**src/rtl/debug_dump_sequencer_pkg.sv**
```systemverilog
// Shared definitions for the debug dump sequencer:
//   - FSM state encoding
//   - database field selector codes
//   - helper that derives the number of bytes in a captured word
package debug_dump_sequencer_pkg;

   typedef enum logic [2:0] {
      ST_IDLE    = 3'd0,
      ST_SELECT  = 3'd1,
      ST_LATCH   = 3'd2,
      ST_SEND    = 3'd3,
      ST_WAIT_TX = 3'd4,
      ST_DONE    = 3'd5
   } state_t;

   // database field selector codes
   localparam int CAMPO_PC          = 1;
   localparam int CAMPO_ADDER_PC    = 2;
   localparam int CAMPO_INSTRUCCION = 3;
   localparam int CAMPO_CICLOS      = 4;
   localparam int CAMPO_BRANCH      = 5;
   localparam int CAMPO_DATA_A      = 6;
   localparam int CAMPO_DATA_B      = 7;
   localparam int CAMPO_EXT_SIGNO   = 8;
   localparam int CAMPO_RS_RT_RD    = 9;
   localparam int CAMPO_CONTROL_EX  = 10;
   localparam int CAMPO_CONTROL_WB  = 11;

   localparam int LONGITUD_DATO_DEF = 32;

   function automatic int bytes_por_dato(input int longitud);
      return longitud / 8;
   endfunction

   localparam int BYTES_POR_DATO = bytes_por_dato(LONGITUD_DATO_DEF);

endpackage

```
**src/rtl/debug_dump_sequencer_word_serializer.sv**
```systemverilog
// word_serializer: holds one captured database word and presents it to the
// UART transmitter MSB-first, one byte at a time.
//   i_clock, i_soft_reset : clock / async active-low reset
//   i_load                : capture i_dato, restart byte count
//   i_shift               : current byte finished, advance to the next one
//   i_dato                : word from database
//   o_tx_data             : byte currently presented to the transmitter
//   o_ultimo_byte         : the presented byte is the last of the word
module word_serializer
   import debug_dump_sequencer_pkg::*;
#(
   parameter int LONGITUD_DATO     = 32,
   parameter int CANT_BITS_DATO_TX = 8
) (
   input  logic                         i_clock,
   input  logic                         i_soft_reset,
   input  logic                         i_load,
   input  logic                         i_shift,
   input  logic [LONGITUD_DATO-1:0]     i_dato,
   output logic [CANT_BITS_DATO_TX-1:0] o_tx_data,
   output logic                         o_ultimo_byte
);

   localparam int BYTES = bytes_por_dato(LONGITUD_DATO);
   localparam int CW    = (BYTES > 1) ? $clog2(BYTES) : 1;

   logic [LONGITUD_DATO-1:0] r_shift;
   logic [CW-1:0]            r_cnt;

   always_ff @(posedge i_clock or negedge i_soft_reset) begin
      if (!i_soft_reset) begin
         r_shift <= '0;
         r_cnt   <= '0;
      end else if (i_load) begin
         r_shift <= i_dato;
         r_cnt   <= '0;
      end else if (i_shift) begin
         r_shift <= r_shift << CANT_BITS_DATO_TX;
         r_cnt   <= r_cnt + 1'b1;
      end
   end

   // The top byte of the register is the byte on the wire; it stays put
   // while the transmitter works because shifting only happens on done.
   assign o_tx_data     = r_shift[LONGITUD_DATO-1 -: CANT_BITS_DATO_TX];
   assign o_ultimo_byte = (r_cnt == CW'(BYTES - 1));

endmodule

```
**src/rtl/debug_dump_sequencer.sv**
```systemverilog
// debug_dump_sequencer: walks the database field selectors, captures each
// word and streams it byte by byte to uart_tx.
//   i_clock      : system clock
//   i_soft_reset : async active-low reset
//   i_start      : pulse, begin a dump
//   i_dato       : selected database word
//   i_tx_done    : pulse from uart_tx, byte finished
//   o_control    : database field selector
//   o_tx_data    : byte to transmit
//   o_tx_start   : pulse, transmit o_tx_data
//   o_busy       : dump in progress
//   o_done       : pulse, dump complete
//
// state    | meaning
// ---------+-----------------------------------------------------------
// IDLE     | waiting for i_start, selector parked at 0
// SELECT   | selector driven, waiting for database latency
// LATCH    | capture i_dato into the serializer
// SEND     | o_tx_start asserted for the current byte
// WAIT_TX  | waiting for i_tx_done
// DONE     | o_done pulse, back to IDLE
module debug_dump_sequencer
   import debug_dump_sequencer_pkg::*;
#(
   parameter int LONGITUD_DATO     = 32,
   parameter int CANT_BITS_CONTROL = 4,
   parameter int PRIMER_CAMPO      = CAMPO_PC,
   parameter int ULTIMO_CAMPO      = CAMPO_CONTROL_WB,
   parameter int LATENCIA_DATABASE = 1,
   parameter int CANT_BITS_DATO_TX = 8
) (
   input  logic                         i_clock,
   input  logic                         i_soft_reset,
   input  logic                         i_start,
   input  logic [LONGITUD_DATO-1:0]     i_dato,
   input  logic                         i_tx_done,
   output logic [CANT_BITS_CONTROL-1:0] o_control,
   output logic [CANT_BITS_DATO_TX-1:0] o_tx_data,
   output logic                         o_tx_start,
   output logic                         o_busy,
   output logic                         o_done
);

   localparam logic [CANT_BITS_CONTROL-1:0] W_PRIMER = CANT_BITS_CONTROL'(PRIMER_CAMPO);
   localparam logic [CANT_BITS_CONTROL-1:0] W_ULTIMO = CANT_BITS_CONTROL'(ULTIMO_CAMPO);
   localparam logic [2:0]                   W_LAT_TC = 3'(LATENCIA_DATABASE - 1);

   state_t                       r_state;
   logic [CANT_BITS_CONTROL-1:0] r_field;
   logic [2:0]                   r_lat;

   logic w_load;
   logic w_shift;
   logic w_ultimo_byte;

   assign w_load  = (r_state == ST_LATCH);
   assign w_shift = (r_state == ST_WAIT_TX) && i_tx_done;

   word_serializer #(
      .LONGITUD_DATO     (LONGITUD_DATO),
      .CANT_BITS_DATO_TX (CANT_BITS_DATO_TX)
   ) u_word_serializer (
      .i_clock       (i_clock),
      .i_soft_reset  (i_soft_reset),
      .i_load        (w_load),
      .i_shift       (w_shift),
      .i_dato        (i_dato),
      .o_tx_data     (o_tx_data),
      .o_ultimo_byte (w_ultimo_byte)
   );

   always_ff @(posedge i_clock or negedge i_soft_reset) begin
      if (!i_soft_reset) begin
         r_state    <= ST_IDLE;
         r_field    <= '0;
         r_lat      <= '0;
         o_control  <= '0;
         o_tx_start <= 1'b0;
         o_busy     <= 1'b0;
         o_done     <= 1'b0;
      end else begin
         o_tx_start <= 1'b0;
         o_done     <= 1'b0;
         case (r_state)
            ST_IDLE: begin
               o_control <= '0;
               if (i_start) begin
                  r_field   <= W_PRIMER;
                  o_control <= W_PRIMER;
                  r_lat     <= W_LAT_TC;
                  o_busy    <= 1'b1;
                  r_state   <= ST_SELECT;
               end
            end
            // down-counter loaded with latency-1 so SELECT lasts exactly
            // LATENCIA_DATABASE cycles
            ST_SELECT: begin
               if (r_lat == 3'd0) r_state <= ST_LATCH;
               else               r_lat   <= r_lat - 3'd1;
            end
            ST_LATCH: begin
               o_tx_start <= 1'b1;
               r_state    <= ST_SEND;
            end
            ST_SEND: begin
               r_state <= ST_WAIT_TX;
            end
            ST_WAIT_TX: begin
               if (i_tx_done) begin
                  if (!w_ultimo_byte) begin
                     o_tx_start <= 1'b1;
                     r_state    <= ST_SEND;
                  end else if (r_field == W_ULTIMO) begin
                     o_done    <= 1'b1;
                     o_control <= '0;
                     r_state   <= ST_DONE;
                  end else begin
                     r_field   <= r_field + 1'b1;
                     o_control <= r_field + 1'b1;
                     r_lat     <= W_LAT_TC;
                     r_state   <= ST_SELECT;
                  end
               end
            end
            ST_DONE: begin
               o_busy  <= 1'b0;
               r_state <= ST_IDLE;
            end
            default: r_state <= ST_IDLE;
         endcase
      end
   end

endmodule

```
**config.mk**
```make
export PLATFORM = sky130hd
export DESIGN_NAME = debug_dump_sequencer
export DESIGN_NICKNAME = d
export VERILOG_FILES = /design/src/rtl/debug_dump_sequencer_pkg.sv /design/src/rtl/debug_dump_sequencer_word_serializer.sv /design/src/rtl/debug_dump_sequencer.sv
export SDC_FILE = /design/constraint.sdc
export NUM_CORES = 1
export LEC_CHECK = 0
export CORE_MARGIN = 10
export CORE_UTILIZATION = 60
export DETAILED_ROUTE_END_ITERATION = 16
export DONT_BUFFER_PORTS = 1
export GPL_ROUTABILITY_DRIVEN = 1
export GPL_TIMING_DRIVEN = 0
export PLACE_DENSITY = 0.76
export SLEW_MARGIN = 20
export SYNTH_ARGS = -nofsm -noshare
export SYNTH_HDL_FRONTEND = slang
export SYNTH_SLANG_ARGS = --single-unit
```
**constraint.sdc**
```tcl
create_clock -name i_clock -period 2.2 [get_ports i_clock]
set_input_delay 0.55 -clock i_clock [delete_from_list [all_inputs] [get_ports i_clock]]
set_output_delay 0.55 -clock i_clock [all_outputs]
set_load 0.02 [all_outputs]
```
==> impl_results.md, run 1 <==
- Status: complete, no violations
- Tcrit/Tclk final: 76.2%
- Startpoint Class: flip-flop
- WL/cell: 17.5 µm
- PwrDens: 1430 nW/µm²
- Worst setup path class: reg -> reg
- CTS tree: built
- Worst Setup End Kind: flip-flop
- Initial antenna violation count: 0
- Die height: 83.7 µm
- Tot GR Track Use: 15.5%
- DRC viols: 0
- Clk buf depth: 2
- Slowest CP cell: dfrtp_1
- Clock skew: 10.8 ps
- Fmax: 597 MHz
- Commonest non-fill, non-tap cell in the layout: dfrtp_1
- Largest vdd supply drop: 0.000585 V
- Reg power frac: 42.3%
- RSZ-0062 raised after global routing: false
- Commonest non-fill, non-tap cells in the layout: dfrtp_1 (51), nand2_1 (50), nor2_1 (18), a22oi_1 (13)
- Top post-synthesis cells by area: dfrtp_1 (52%), nand2_1 (7.7%), a22oi_1 (4.0%)
- ANT cells: 0
- Final setup fails: 0
- DR vias: 1772
- Critical path data arrival time: 1870 ps
- Worst-margin pin slew: 384 ps
- Clk Latency, worst-skew pair: 310 ps
- Port bufs: 0
- Sink Count: 51
- Core Box Area: 3970 µm²
- Setup bufs post-CTS: 0
- # IOs: 51
- Die width: 83.7 µm
- Final Hold Fails: 0
- Combinational share of power: 40.7%
- Crit-path leading delay family: simple AND/OR/NAND/NOR gates
- Largest stage delay, worst path: 410 ps
- Final net count: 293
- Post-Route WL: 5290 µm
- Worst EP required: 2400 ps
- Die area: 7010 µm²
- Num CTS Buffers: 5
- Setup WS pre-CTS: 550 ps
- Warnings from Yosys: 0
- Netlist cell types: 44
- Clock Power Share: 17.0%
- Share of post-route cells with drive strength above 1: 16.3%
- Period minus WS final: 1680 ps
- CP Max Fanout: 10
- Synth Register Bits: 51
- Total internal power: 0.00230 W
- Net load switching power: 0.00146 W
- Vias in the first global route: 1887
- Synth Net Count: 285
- Syn Area/Cell: 9.98 µm²
- Dominant cell type by area after synthesis: dfrtp_1
- Top-area cell type share of the netlist area: 52.4%
- H-tree levels: 2
- Clock slew at reported path FFs: 90 ps
- Starting Density: 61.3%
- Routed Antenna Nets: 0
- Largest net degree at the start of global routing: 52
- CP Buf/Inv Count: 2
- Final setup TNS: 0 ps
- Worst min path class: in -> async
- First-pass GRT wire length: 9000 µm
- Area of the mapped netlist: 2440 µm²
- # rows: 23
- Mapped Cells: 244
- Util after Layout: 66.3%
- Leak Pwr: 1.22 nW
- Final setup margin: 524 ps
- Initial drt markers: 190
- Worst-path cell chain: buf_2 > nor2_1 > nand3_1 > buf_2 > o22ai_1 > nor2_1
- Root Buffer: clkbuf_8
- Hpwl dp: 3890 µm
- Max-Cap Viols: 0
- Area grow syn2layout: 8.06%
- Hold-fix buffers, CTS: 1
- First drt pass iteration count: 4
- # resized after CTS: 0
- Pins Over Slew Limit: 0
- Register area share after synthesis: 52.4%
- Slew Limit Headroom: 74.1%
- Vias/cell: 5.87
- Sw Ratio: 38.8%
- GP Congestion: 0.807
- GRT overflow: 0
## per-layer routing
layer / share of wire (%) / track usage [%] / wire (µm)
met3: 7.3 / 5.96 / 388
met1: 45 / 20.4 / 2380
met5: 0 / 0 / 0
met4: 0.83 / 4.41 / 44
met2: 47 / 23.0 / 2480
## cell type report
type,count,area (µm²)
fillers,335,1340
inverters,6,22.5
multi-input cells,167,997
clock buffers,5,68.8
plain buffers,20,140
well taps,50,62.6
flip-flops and latches,51,1280
repair buffers,1,27.5
clock inverters,2,37.5
## logic make-up (layout without fill, tap and decap cells)
logic type	after synthesis	in the layout	synth area share, %
adders and majority gates	5	5	2.57
and+or+nand+nor	97	97	19.6
muxes	1	1	0.462
buffers and inverters	26	34	6.68
DFF	51	51	52.4
AOI/OAI and AO/OA	64	64	18.3
## per-stage QoR
stage / total power, W / cell area, µm² / cells / hold slack (ps)
2_1_floorplan: 0.00279 / 2440 / 244 / 254
3_3_place_gp: 0.00305 / 2500 / 294 / 256
3_5_place_dp: 0.00312 / 2500 / 294 / 256
4_1_cts: 0.00378 / 2630 / 302 / 90.2
5_1_grt: 0.00408 / 2630 / 302 / 86.6
6_report: 0.00376 / 2630 / 302 / 82.4
## worst register-to-register path: cells and delay by family, from the launching register on
kind	cells	cell delay, ps
AOI/OAI and AO/OA	1	170
buffers and inverters	2	420
DFF	1	410
and+or+nand+nor	3	580
## registers in the layout (all words and copies together) (netlist names)
signal / flops
u_word_serializer.r_shift: 32
o_control: 4
r_field: 4
r_lat: 3
r_state: 3
u_word_serializer.r_cnt: 2
o_busy: 1
o_done: 1
o_tx_start: 1
## synth_stat cells (all sizes together)
library cell  instances
o311a                 1
a31o                  1
a21o                  2
nor2b                 2
or3b                  2
a22oi                13
nor3                  7
nand3b                1
mux2                  1
and4bb                1
buf                  20
a21bo                 1
o21ai                11
a22o                 11
o21bai                1
nor3b                 3
or2                   1
and2                  1
a31oi                 7
dfrtp                51
nand2b                2
ha                    5
nand3                 4
o21a                  1
nand2                51
o311ai                1
nor2                 19
o22ai                 5
o211ai                1
and3b                 1
and3                  2
inv                   6
o32ai                 1
a21oi                 7
## worst paths after layout
| check | from | cells after the start | to | slack, ps |
|---|---|---|---|---|
| setup / recovery | r_state[1] | 6 | u_word_serializer.r_shift[31] | 520 |
| setup reg to reg | r_state[1] | 6 | u_word_serializer.r_shift[31] | 520 |
| hold / removal | i_soft_reset | 1 | u_word_serializer.r_shift[3] | 80 |
| hold reg to reg | u_word_serializer.r_shift[19] | 2 | u_word_serializer.r_shift[19] | 480 |
| max in group asynchronous | i_soft_reset | 1 | r_state[0] | 1890 |
| min in group i_clock | i_dato[2] | 1 | u_word_serializer.r_shift[2] | 370 |
## power groups by stage
stage               registers (W)  logic, W  clock network [W]
floorplan                 0.00154   0.00126                  0
global placement          0.00159   0.00146                  0
detailed placement        0.00161   0.00151                  0
CTS                       0.00159   0.00154           0.000653
global route              0.00164   0.00175           0.000691
finish                    0.00159   0.00153           0.000639
(Power assumes the default switching activity.)
==> run 2: changes to the inputs <==
- CORE_UTILIZATION: 60 -> 56
- PLACE_DENSITY: 0.76 -> 0.74
- clock period: 2.2 -> 1.4 ns (I/O delays scaled with it)
==> run 2 against run 1 <==
The flow now finishes with violations (negative hold slack, negative setup slack); critical path depth down 1; register-to-register slack got worse by 600 ps; global-route usage increased by 0.49 points; combinational power up 110%; cell count grew 7.3%; non-clock buffer count rose by 20; sequential share of layout area decreased by 5.3 points; total power up 73%; setup slack got worse by 600 ps; first-iteration DRC count fell by 22%; wire length is 12% higher; sequential power is 58% higher; critical path type unchanged; largest power group is now combinational cells.
==> impl_results.md, run 2 (same netlist as run 1, synthesis figures left out) <==
- First-pass GRT wire length: 9530 µm (was 9000 µm)
- CP Max Fanout: 5 (was 10)
- Commonest non-fill, non-tap cell in the layout: dfrtp_1 (unchanged)
- Reg2reg setup slack: -80 ps (was 520 ps)
- H-tree levels: 2 (unchanged)
- Hpwl dp: 3750 µm (was 3890 µm)
- Fmax: 678 MHz (was 597 MHz)
- Hold_ws: -280 ps (was 82.4 ps)
- Share of post-route cells with drive strength above 1: 31.8% (was 16.3%)
- DR vias: 1899 (was 1772)
- Vias in the first global route: 1953 (was 1887)
- Die height: 86.0 µm (was 83.7 µm)
- Slew Limit Headroom: 77.1% (was 74.1%)
- Largest vdd supply drop: 0.00125 V (was 0.000585 V)
- Final net count: 314 (was 293)
- Sink Count: 51 (unchanged)
- Tot GR Track Use: 16.0% (was 15.5%)
- Pins Over Slew Limit: 0 (unchanged)
- Commonest non-fill, non-tap cells in the layout: dfrtp_1 (49), nand2_1 (48), buf_4 (29), nor2_1 (14) (was dfrtp_1 (51), nand2_1 (50), nor2_1 (18), a22oi_1 (13))
- Largest net degree at the start of global routing: 52 (unchanged)
- Worst EP required: 1590 ps (was 2400 ps)
- CTS tree: built (unchanged)
- Startpoint Class: flip-flop (unchanged)
- Status: complete, but fails checks (was complete, no violations)
- # rows: 23 (unchanged)
- Starting Density: 59.2% (was 61.3%)
- Area grow syn2layout: 21.5% (was 8.06%)
- Root Buffer: clkbuf_8 (unchanged)
- Clk Latency, worst-skew pair: 310 ps (about the same)
- Fillers: 277 (was 335)
- Routed Antenna Nets: 0 (unchanged)
- Final setup margin: -75.8 ps (was 524 ps)
- Core Box Area: 4120 µm² (was 3970 µm²)
- Cells after DPL: 294 (unchanged)
- WL/cell: 18.4 µm (was 17.5 µm)
- Period minus WS final: 1480 ps (was 1680 ps)
- Util after Layout: 71.9% (was 66.3%)
- DRC viols: 0 (unchanged)
- Worst Setup End Kind: flip-flop (unchanged)
- GP Congestion: 0.778 (was 0.807)
- Reg2reg end: r_field[0] (was u_word_serializer.r_shift[31])
- RSZ-0062 raised after global routing: true (was false)
- Reg with most FFs: u_word_serializer.r_shift (unchanged)
- Clock slew at reported path FFs: 100 ps (was 90 ps)
- Worst-margin pin slew: 343 ps (was 384 ps)
- Initial drt markers: 149 (was 190)
- Post-Route WL: 5950 µm (was 5290 µm)
- Worst r2r path cells: 5 (was 6)
- Clk buf depth: 2 (unchanged)
- First drt pass iteration count: 6 (was 4)
- Worst reg2reg path startpoint: r_field[0] (was r_state[1])
- Initial antenna violation count: 0 (unchanged)
- Leak Pwr: 1.36 nW (was 1.22 nW)
- ANT cells: 0 (unchanged)
- Num CTS Buffers: 5 (unchanged)
- Critical path data arrival time: 1670 ps (was 1870 ps)
- Port bufs: 0 (unchanged)
- Tcrit/Tclk final: 105% (was 76.2%)
- GRT overflow: 0 (unchanged)
- Vias/cell: 5.86 (was 5.87)
- Max FFs per register: 32 (unchanged)
- PwrDens: 2200 nW/µm² (was 1430 nW/µm²)
- Clock skew: 9.32 ps (was 10.8 ps)
- Final setup fails: 9 (was 0)
- # IOs: 51 (unchanged)
- Final setup TNS: -291 ps (was 0 ps)
- Failing checks: negative hold slack, negative setup slack
- Crit path from: r_field[0] (was r_state[1])
- Worst setup path class: reg -> reg (unchanged)
- Final Hold Fails: 51 (was 0)
- Max-Cap Viols: 0 (unchanged)
- Die width: 86.0 µm (was 83.7 µm)
- Die area: 7390 µm² (was 7010 µm²)
- Final cell count without fillers: 324 (was 302)
- Largest regs: u_word_serializer.r_shift (32), o_control (4), r_field (4) (unchanged)
- Worst min path class: in -> async (unchanged)
run 2: cell types whose count changed in the layout (fill, tap and decap cells not counted), sizes merged:
cell,change
buf,+19
nand2,+1
clkinv,+1
bufinv,-1
clkbuf,+2
run 2: repair_timing:
item / CTS / global route
setup endpoints to repair: 43 / 43
pin swaps: 9 / 11
cloned: 2 / 2
gates resized for setup: 22 / 36
buffers inserted: 12 / 7
endpoints found under the hold margin: 51 / 51
run 2: stage by stage:
| stage | power (W) | worst slack, ps | hold WS [ps] | cell area, µm² |
|---|---|---|---|---|
| finish | 0.00652 | -75.8 | -280 | 2960 |
| global route | 0.00705 | -112 | -299 | 2960 |
| CTS | 0.00611 | -56.1 | -287 | 2760 |
| detailed placement | 0.00489 | -206 | 56.0 | 2510 |
| global placement | 0.00484 | -207 | 56.1 | 2510 |
| floorplan | 0.00443 | 15.5 | 54.4 | 2450 |
run 2: worst max-delay path by stage:
stage,slack (ps),end
finish,-80,r_field[0]
global route,-110,o_control[1]
CTS,-60,r_field[0]
detailed placement,-210,u_word_serializer.r_shift[26]
global placement,-210,u_word_serializer.r_shift[26]
floorplan,20,o_control[2]
run 2: per-layer routing:
layer  GRT usage (%)  up-vias  part of all wire, %
li1                -      912                    -
met1            19.8      915                   44
met2            24.2       60                   46
met3            6.72       12                  8.0
met4            5.84        0                  2.2
met5               0        -                    0
run 2: layout make-up:
cell class / instances / area, µm² / share of cell area [%]
buffer: 19 / 173 / 5.83
clock inverter: 2 / 12.5 / 0.423
sequential: 51 / 1280 / 43.2
tap: 50 / 62.6 / 2.11
timing repair buffer: 22 / 198 / 6.68
clock buffer: 6 / 72.6 / 2.45
multi-input combinational: 168 / 1140 / 38.5
inverter: 6 / 22.5 / 0.761
run 2: report_power, final:
part	switching (W)	internal, W
registers	0.000445	0.00208
clock network	0.000487	0.000350
logic	0.00162	0.00155
run 2: critical path: stages (launching register included):
cell and delay (ps):
dfrtp_1 450, ha_4 190, and3b_2 240, nor3_4 290, nand2_1 80, o311a_1 110
==> run 3: changes to the inputs <==
- MAX_ROUTING_LAYER: default -> met4
- PLACE_DENSITY: 0.74 -> default
- PLACE_DENSITY_LB_ADDON: default -> 0.2
==> run 3 against run 2 <==
The flow still finishes with violations (negative hold slack, negative setup slack); non-clock buffer count down 1; setup slack improved by 13 ps; maximum frequency rose by 0.86%; clock power rose by 42%; count of clock-buffer cells in the layout stayed put; first-iteration DRC count rose by 15%; wire length is 1.8% higher; hold slack improved by 8.5 ps; largest cell class unchanged; largest power group unchanged; highest routed layer unchanged.
==> impl_results.md, run 3 (same netlist as run 1, synthesis figures left out) <==
- Area grow syn2layout: 22.9% (was 21.5%)
- Util after Layout: 72.8% (was 71.9%)
- Worst min path class: in -> async (unchanged)
- Period minus WS final: 1460 ps (was 1480 ps)
- Core Box Area: 4120 µm² (unchanged)
- Leak Pwr: 1.36 nW (about the same)
- Largest net degree at the start of global routing: 52 (unchanged)
- Clock skew: 6.11 ps (was 9.32 ps)
- Clk buf depth: 2 (unchanged)
- PwrDens: 2320 nW/µm² (was 2200 nW/µm²)
- Final cell count without fillers: 322 (was 324)
- Clk Latency, worst-skew pair: 300 ps (was 310 ps)
- DRC viols: 0 (unchanged)
- RSZ-0062 raised after global routing: true (unchanged)
- Die width: 86.0 µm (unchanged)
- WL/cell: 18.8 µm (was 18.4 µm)
- Vias/cell: 5.96 (was 5.86)
- # rows: 23 (unchanged)
- Cells after DPL: 294 (unchanged)
- First-pass GRT wire length: 9580 µm (was 9530 µm)
- CTS tree: built (unchanged)
- Hpwl dp: 3880 µm (was 3750 µm)
- Worst Setup End Kind: flip-flop (unchanged)
- Die area: 7390 µm² (unchanged)
- Final setup fails: 9 (unchanged)
- Largest stage delay, worst path: 420 ps (was 450 ps)
- Tcrit/Tclk final: 105% (about the same)
- Die height: 86.0 µm (unchanged)
- DR vias: 1919 (was 1899)
- Worst reg2reg path startpoint: r_field[0] (unchanged)
- Area occupied by multi-input gates: 1130 µm² (was 1140 µm²)
- Largest regs: u_word_serializer.r_shift (32), o_control (4), r_field (4) (unchanged)
- Worst-path cell chain: ha_2 > and3b_2 > nor3_4 > nand2_1 > o311a_1 (was ha_4 > and3b_2 > nor3_4 > nand2_1 > o311a_1)
- Worst setup path class: reg -> reg (unchanged)
- Commonest non-fill, non-tap cells in the layout: nand2_1 (49), dfrtp_1 (49), buf_4 (26), nor2_1 (14), a22oi_1 (12) (was dfrtp_1 (49), nand2_1 (48), buf_4 (29), nor2_1 (14))
- Pins Over Slew Limit: 0 (unchanged)
- Vias in the first global route: 1901 (was 1953)
- Startpoint Class: flip-flop (unchanged)
- Final setup TNS: -295 ps (was -291 ps)
- GP Congestion: 0.810 (was 0.778)
- Initial drt markers: 172 (was 149)
- ANT cells: 0 (unchanged)
- Critical path data arrival time: 1660 ps (was 1670 ps)
- Starting Density: 59.2% (unchanged)
- Max FFs per register: 32 (unchanged)
- Post-Route WL: 6060 µm (was 5950 µm)
- Worst EP required: 1600 ps (was 1590 ps)
- Largest vdd supply drop: 0.00117 V (was 0.00125 V)
- Final net count: 312 (was 314)
- Slowest CP cell: dfrtp_1 (unchanged)
- Final Hold Fails: 51 (unchanged)
- Sink Count: 51 (unchanged)
- Worst-margin pin slew: 318 ps (was 343 ps)
- Storage element area: 1280 µm² (unchanged)
- Fmax: 683 MHz (was 678 MHz)
- Routed Antenna Nets: 0 (unchanged)
- Final setup margin: -63.3 ps (was -75.8 ps)
- Slew Limit Headroom: 78.8% (was 77.1%)
- Reg2reg setup slack: -60 ps (was -80 ps)
- Reg2reg end: r_field[0] (unchanged)
- Clock slew at reported path FFs: 90 ps (was 100 ps)
- Worst r2r path cells: 5 (unchanged)
- Status: complete, but fails checks (unchanged)
- Failing checks: negative hold slack, negative setup slack (unchanged)
- Hold_ws: -271 ps (was -280 ps)
- Initial antenna violation count: 0 (unchanged)
- CP Max Fanout: 5 (unchanged)
- Reg with most FFs: u_word_serializer.r_shift (unchanged)
- Fillers: 296 (was 277)
- Tot GR Track Use: 16.5% (was 16.0%)
- Crit path from: r_field[0] (unchanged)
- Max-Cap Viols: 0 (unchanged)
- Num CTS Buffers: 5 (unchanged)
- Share of post-route cells with drive strength above 1: 31.3% (was 31.8%)
- H-tree levels: 2 (unchanged)
- First drt pass iteration count: 4 (was 6)
- Port bufs: 0 (unchanged)
- GRT overflow: 0 (unchanged)
- Root Buffer: clkbuf_8 (unchanged)
- # IOs: 51 (unchanged)
-- run 3: cell types whose count changed in the layout (fill, tap and decap cells not counted), moves of 2 or more --
cell / change
o22ai_2: +3
buf_12: +2
buf_4: -3
o22ai_1: -3
bufinv_16: +2
-- run 3: what timing repair did --
item                       in CTS  in global routing
setup endpoints to repair      43                 41
hold endpoints to repair       51                 51
gates resized for setup        21                 33
cloned                          1                  2
pin swaps                       5                 15
buffers inserted               11                  7
-- run 3: per-layer routing --
metal | up-vias | GRT usage, % | wire [µm]
met5 | - | - | 0
met4 | 0 | 4.04 | 59
met3 | 7 | 5.20 | 438
met2 | 65 | 24.5 | 2960
met1 | 940 | 21.2 | 2600
li1 | 907 | - | -
-- run 3: worst max-delay path by stage --
stage / slack [ps] / to
detailed placement: -200 / u_word_serializer.r_shift[26]
global placement: -190 / u_word_serializer.r_shift[26]
floorplan: 20 / o_control[2]
global route: -160 / o_control[1]
finish: -60 / r_field[0]
CTS: -50 / r_field[2]
-- run 3: layout make-up --
type	count	area share (%)
repair buffers	21	6.60
flip-flops and latches	51	42.7
plain buffers	19	5.64
clock buffers	6	2.42
clock inverters	2	2.01
well taps	50	2.09
inverters	6	0.752
multi-input cells	167	37.8
-- run 3: per-stage QoR --
step                      instance area [µm²]  total power [W]  setup WS, ps  hold WS (ps)
after global placement                   2510          0.00484          -193          56.1
after global routing                     2990          0.00744          -164          -292
after floorplan                          2450          0.00443          15.5          54.4
after detailed placement                 2510          0.00492          -199          56.1
final                                    2990          0.00694         -63.3          -271
after CTS                                2810          0.00650         -50.0          -274
-- run 3: worst max-delay path, delay by kind of cell, from the launching register on --
family / cells / cell delay (ps)
and+or+nand+nor: 3 / 630
DFF: 1 / 420
adders and majority gates: 1 / 200
AOI/OAI and AO/OA: 1 / 110
-- run 3: report_power, final --
group | switching, W | leakage [nW] | total [W] | internal [W]
clock network | 0.000473 | 0.0654 | 0.00119 | 0.000714
logic | 0.00163 | 0.670 | 0.00321 | 0.00158
registers | 0.000458 | 0.628 | 0.00253 | 0.00208
total | 0.00256 | 1.36 | 0.00694 | 0.00438
